--- src/rtl/idma_channel_arbiter.sv ---
// idma_channel_arbiter
//
// Shares one iDMA backend between NumChannels frontends. A round-robin
// arbiter picks the next requesting channel and keeps that grant stable while
// the backend stalls. Each accepted transfer records its channel index in an
// in-order issue FIFO, so every backend completion pulse is routed back to the
// channel that issued it.
//
// Ports
//   clk_i            clock, rising edge
//   rst_i            synchronous active-high reset
//   req_i            per-channel burst request
//   valid_i          per-channel request valid
//   ready_o          per-channel accept (one-hot or zero)
//   burst_req_o      request forwarded to the backend
//   valid_o          request valid to the backend
//   ready_i          backend accept
//   trans_complete_i backend completion pulse, one per transfer, in issue order
//   trans_complete_o completion pulse routed to the issuing channel
//   outstanding_o    per-channel count of issued, uncompleted transfers
//   idle_o           high when no transfer is outstanding
module idma_channel_arbiter #(
    parameter int unsigned NumChannels    = 4,
    parameter int unsigned MaxOutstanding = 8,
    parameter type         burst_req_t    = logic,
    localparam int unsigned CntW          = $clog2(MaxOutstanding + 1)
) (
    input  logic                                 clk_i,
    input  logic                                 rst_i,
    input  burst_req_t [NumChannels-1:0]         req_i,
    input  logic       [NumChannels-1:0]         valid_i,
    output logic       [NumChannels-1:0]         ready_o,
    output burst_req_t                           burst_req_o,
    output logic                                 valid_o,
    input  logic                                 ready_i,
    input  logic                                 trans_complete_i,
    output logic       [NumChannels-1:0]         trans_complete_o,
    output logic       [NumChannels-1:0][CntW-1:0] outstanding_o,
    output logic                                 idle_o
);

    localparam int unsigned IdxW = $clog2(NumChannels);
    localparam int unsigned PtrW = (MaxOutstanding > 1) ? $clog2(MaxOutstanding) : 1;

    // Control state
    logic [IdxW-1:0] prio_q;
    logic            locked_q;
    logic [IdxW-1:0] gnt_q;
    logic [PtrW-1:0] wptr_q;
    logic [PtrW-1:0] rptr_q;
    logic [CntW-1:0] count_q;
    logic [NumChannels-1:0][CntW-1:0] outstanding_q;

    // Issue FIFO storage (data only, never reset)
    logic [IdxW-1:0] fifo_q [MaxOutstanding];

    // Combinational helpers
    logic            eff_locked;
    logic [IdxW-1:0] eff_prio;
    logic            eff_full;
    logic            any_valid;
    logic [IdxW-1:0] search_idx;
    logic [IdxW-1:0] cand_idx;
    logic [IdxW-1:0] winner;
    logic            handshake;
    logic            pop;
    logic [IdxW-1:0] head;

    logic            locked_d;
    logic [IdxW-1:0] gnt_d;
    logic [NumChannels-1:0][CntW-1:0] outstanding_d;

    assign head = fifo_q[rptr_q];

    // While reset is asserted the request path behaves as in the unlocked,
    // empty state regardless of the (possibly stale) registers.
    always_comb begin
        eff_locked = locked_q & ~rst_i;
        eff_prio   = rst_i ? '0 : prio_q;
        eff_full   = (count_q == CntW'(MaxOutstanding)) & ~rst_i;
        any_valid  = |valid_i;

        // Scan from the highest offset downwards so the closest requester to
        // prio is the last one written and therefore wins.
        search_idx = '0;
        cand_idx   = '0;
        for (int i = NumChannels - 1; i >= 0; i--) begin
            cand_idx = IdxW'((int'(eff_prio) + i) % int'(NumChannels));
            if (valid_i[cand_idx]) begin
                search_idx = cand_idx;
            end
        end

        winner  = eff_locked ? gnt_q : search_idx;
        valid_o = eff_locked ? valid_i[gnt_q] : (any_valid & ~eff_full);

        if (eff_locked || any_valid) begin
            burst_req_o = req_i[winner];
        end else begin
            burst_req_o = '0;
        end

        handshake = valid_o & ready_i & ~rst_i;
        pop       = trans_complete_i & (count_q != '0) & ~rst_i;

        ready_o = '0;
        if (handshake) begin
            ready_o[winner] = 1'b1;
        end

        trans_complete_o = '0;
        if (pop) begin
            trans_complete_o[head] = 1'b1;
        end
    end

    assign idle_o        = rst_i | (count_q == '0);
    assign outstanding_o = rst_i ? '0 : outstanding_q;

    // Lock next-state: a stalled offer freezes the grant until it completes.
    always_comb begin
        locked_d = locked_q;
        gnt_d    = gnt_q;
        if (handshake) begin
            locked_d = 1'b0;
        end else if (valid_o && !ready_i && !locked_q) begin
            locked_d = 1'b1;
            gnt_d    = winner;
        end
    end

    // Per-channel outstanding counters; a push and pop on the same channel cancel.
    always_comb begin
        outstanding_d = outstanding_q;
        for (int c = 0; c < int'(NumChannels); c++) begin
            if ((handshake && winner == IdxW'(c)) && !(pop && head == IdxW'(c))) begin
                outstanding_d[c] = outstanding_q[c] + CntW'(1);
            end else if (!(handshake && winner == IdxW'(c)) && (pop && head == IdxW'(c))) begin
                outstanding_d[c] = outstanding_q[c] - CntW'(1);
            end
        end
    end

    always_ff @(posedge clk_i) begin
        if (rst_i) begin
            prio_q        <= '0;
            locked_q      <= 1'b0;
            gnt_q         <= '0;
            wptr_q        <= '0;
            rptr_q        <= '0;
            count_q       <= '0;
            outstanding_q <= '0;
        end else begin
            locked_q      <= locked_d;
            gnt_q         <= gnt_d;
            outstanding_q <= outstanding_d;

            if (handshake) begin
                prio_q <= IdxW'((int'(winner) + 1) % int'(NumChannels));
                wptr_q <= (wptr_q == PtrW'(MaxOutstanding - 1)) ? '0 : wptr_q + PtrW'(1);
            end
            if (pop) begin
                rptr_q <= (rptr_q == PtrW'(MaxOutstanding - 1)) ? '0 : rptr_q + PtrW'(1);
            end

            if (handshake && !pop) begin
                count_q <= count_q + CntW'(1);
            end else if (pop && !handshake) begin
                count_q <= count_q - CntW'(1);
            end
        end
    end

    always_ff @(posedge clk_i) begin
        if (handshake) begin
            fifo_q[wptr_q] <= winner;
        end
    end

endmodule

--- config.mk ---
export PLATFORM = sky130hd
export DESIGN_NAME = idma_channel_arbiter
export DESIGN_NICKNAME = d
export VERILOG_FILES = /design/src/rtl/idma_channel_arbiter.sv
export SDC_FILE = /design/constraint.sdc
export NUM_CORES = 1
export LEC_CHECK = 0
export CAP_MARGIN = 20
export CORE_MARGIN = 5
export CORE_UTILIZATION = 50
export DETAILED_ROUTE_END_ITERATION = 6
export HOLD_SLACK_MARGIN = 0.03
export PLACE_DENSITY = 0.71
export SLEW_MARGIN = 30
export SYNTH_ARGS = -nofsm -noshare
export SYNTH_HDL_FRONTEND = slang
export SYNTH_SLANG_ARGS = --single-unit
--- constraint.sdc ---
create_clock -name clk_i -period 8.19 [get_ports clk_i]
set_input_delay 1.638 -clock clk_i [delete_from_list [all_inputs] [get_ports clk_i]]
set_output_delay 1.638 -clock clk_i [all_outputs]
set_load 0.02 [all_outputs]
==> reports/metrics.cfg <==
[drt]
viasPerCell=5.40
ant_nets=0
drc=0
wirelength_mm=5.88
firstDrtPassIters=5
wl_per_cell_microns=14.3
drt_iter0_drc=124
vias=2218

[floorplanning]
initial_utilization=0.509
fp.coreArea_sq_um=5890
die-area_sq_um=7640
die_y_microns=87.4
io_pins=39
die_w_microns=87.4
rows=28

[clock_network]
post_cts_buffers=0
cts_resized=0
cts_sinks=50
holdBufCountCts=0
cts_root_buf=clkbuf_8
cts-htree-levels=2
cts_tree=built
clk_latency_ns=0.30
path_clk_slew_ns=0.09
clockBufferDepth=2
numCtsBuffers=5

[synthesis]
yosysWarningCount=0
synthCells=301
syn-num-nets=337
synth_area_per_cell_sq_um=9.95
synth_edf_count=16
ys_seq_elements=50
netlist_area_sq_um=3000
synth_cell_types=53
seq_area_frac_synth=0.388
synthArstFlopShare=0
synthFlopType=dfxtp_1

[job]
maxCapViolCount=0

[critical_path]
cp_cell_sequence=buf_2 -> buf_4 -> and2b_1 -> a32oi_1 -> o221ai_2 -> a2bb2oi_4 -> mux2_2 -> a22o_1 -> clkdlybuf4s50_1
cp.required_ns=6.55
cpPeakStageDelay_ns=0.53
worstSetupEndpointType=output port
critPathKind=input port to output port
slowest_stage=clkdlybuf4s50_1
arrival_ns=4.62
reg2reg_depth=13
start_kind=input port
path_max_fanout=33

[place]
dp_hpwl_mm=4.42
dp_cells=403
port_buffers=38
gp_congestion=0.819
place_area_sq_um=3410
pre_cts_slack_ns=1.91

[sta]
max_freq_mhz=160
finalSetupTns_ns=0
fin_ws_ns=1.93
holdWs_ns=0.491
max-slew-margin-rel=0.627
clock_skew_ns=0.00523
fin_crit_sh=0.764
tightest_slew_ns=0.552
setup_violations=0
period_minus_slack_ns=6.26
final_max_slew_viol_count=0
grt_setup_unrepaired=no
hold_viol_final=0

[cells_and_area]
diodes=0
area_delta_synth_final_pct=17.6
fin_area_sq_um=3520
finish.utilization=0.598
ff_latch_area_sq_um=1160
final_common_cell=clkdlybuf4s50_1
fin_cells=411
drive_gt1_frac=0.0863
most-common-layout-cells=clkdlybuf4s50_1 (37), nor2_1 (34), dfxtp_1 (34)
nFillCells=513
layout.nets=371
multiInputGateArea_sq_um=1710

[global_routing]
grtUsageTotal=0.168
grt_max_degree=34
grt_pass1_vias=2160
antenna_found_initial=0
grt_first_pass_wirelength_mm=10.2
overflow=0

[power_and_ir_drop]
p_per_area_nw_per_um2=250
vdd_drop_max_uv=179
p_leak_nw=1.37
power.total_uw=879

[outcome]
status=completed

[hold_path]
whs_path_depth=2
hold_class=flop to flop

## state kept, by name, indices dropped and copies added, names as in the netlist, named ones only
name	cells
fifo_q	16
prio_q	2
gnt_q	2
count_q	4
outstanding_q	16
rptr_q	3
wptr_q	3
locked_q	1
## critical path, delay by kind of cell
| kind | cells | cell delay [ns] |
|---|---|---|
| AOI/OAI and AO/OA | 4 | 1.01 |
| muxes | 1 | 0.38 |
| and+or+nand+nor | 1 | 0.26 |
| buffers and inverters | 3 | 1.30 |
## routing by layer
| layer | vias up | track usage | wire [microns] |
|---|---|---|---|
| li1 | 1132 | - | - |
| met1 | 1041 | 0.220 | 2670 |
| met3 | 10 | 0.0322 | 184 |
| met4 | 0 | 0.0502 | 100 |
| met5 | - | 0 | 0 |
| met2 | 35 | 0.280 | 2920 |
## Yosys cell counts, types with 3 or more instances
| master | n | share of area |
|---|---|---|
| nor2_1 | 34 | 0.043 |
| xnor2_1 | 10 | 0.029 |
| fa_1 | 5 | 0.033 |
| dfxtp_1 | 34 | 0.23 |
| a21oi_1 | 21 | 0.035 |
| xor2_1 | 5 | 0.015 |
| nor3_1 | 5 | 0.0084 |
| mux2_2 | 3 | 0.011 |
| inv_1 | 15 | 0.019 |
| nand3_1 | 7 | 0.012 |
| nand2b_1 | 4 | 0.0084 |
| mux2i_1 | 10 | 0.033 |
| nor2b_1 | 17 | 0.036 |
| edfxtp_1 | 16 | 0.16 |
| or3_1 | 7 | 0.015 |
| nand2_1 | 15 | 0.019 |
| clkbuf_1 | 3 | 0.0038 |
| nor4_1 | 3 | 0.0063 |
| buf_1 | 3 | 0.0038 |
| nor3b_1 | 5 | 0.013 |
| o21ai_0 | 8 | 0.013 |
| buf_2 | 4 | 0.0067 |
| mux4_2 | 5 | 0.038 |
| ha_1 | 19 | 0.079 |
| a21o_1 | 5 | 0.013 |
## kinds of logic after synthesis
kind of cell / count (synthesis) / share of synthesized area
AOI/OAI and AO/OA: 54 / 0.131
xor gates and xnor gates: 15 / 0.0439
adders and majority gates: 24 / 0.113
buffers and inverters: 28 / 0.0405
DFF: 50 / 0.388
muxes: 18 / 0.0823
and+or+nand+nor: 112 / 0.202
## area by class of cell
type | count | share of cell area
flip-flops and latches | 50 | 0.330
clock buffers | 8 | 0.0316
inverters | 16 | 0.0171
well taps | 75 | 0.0266
multi-input cells | 223 | 0.486
repair buffers | 39 | 0.109
## final timing paths
kind,start,end,slack [ns]
worst min register to register,outstanding_q[15],outstanding_q[15],0.49
worst min-delay path,outstanding_q[15],outstanding_q[15],0.49
worst max-delay path,rst_i,burst_req_o,1.93
worst max register to register,prio_q[0],outstanding_q[7],4.37
## power by group
group	internal [mW]	switching, mW	leakage [nW]
combinational	0.182	0.179	0.890
clock	0.0874	0.0815	0.0566
sequential	0.300	0.0499	0.424
No activity file was read; power rests on OpenSTA's default activity.
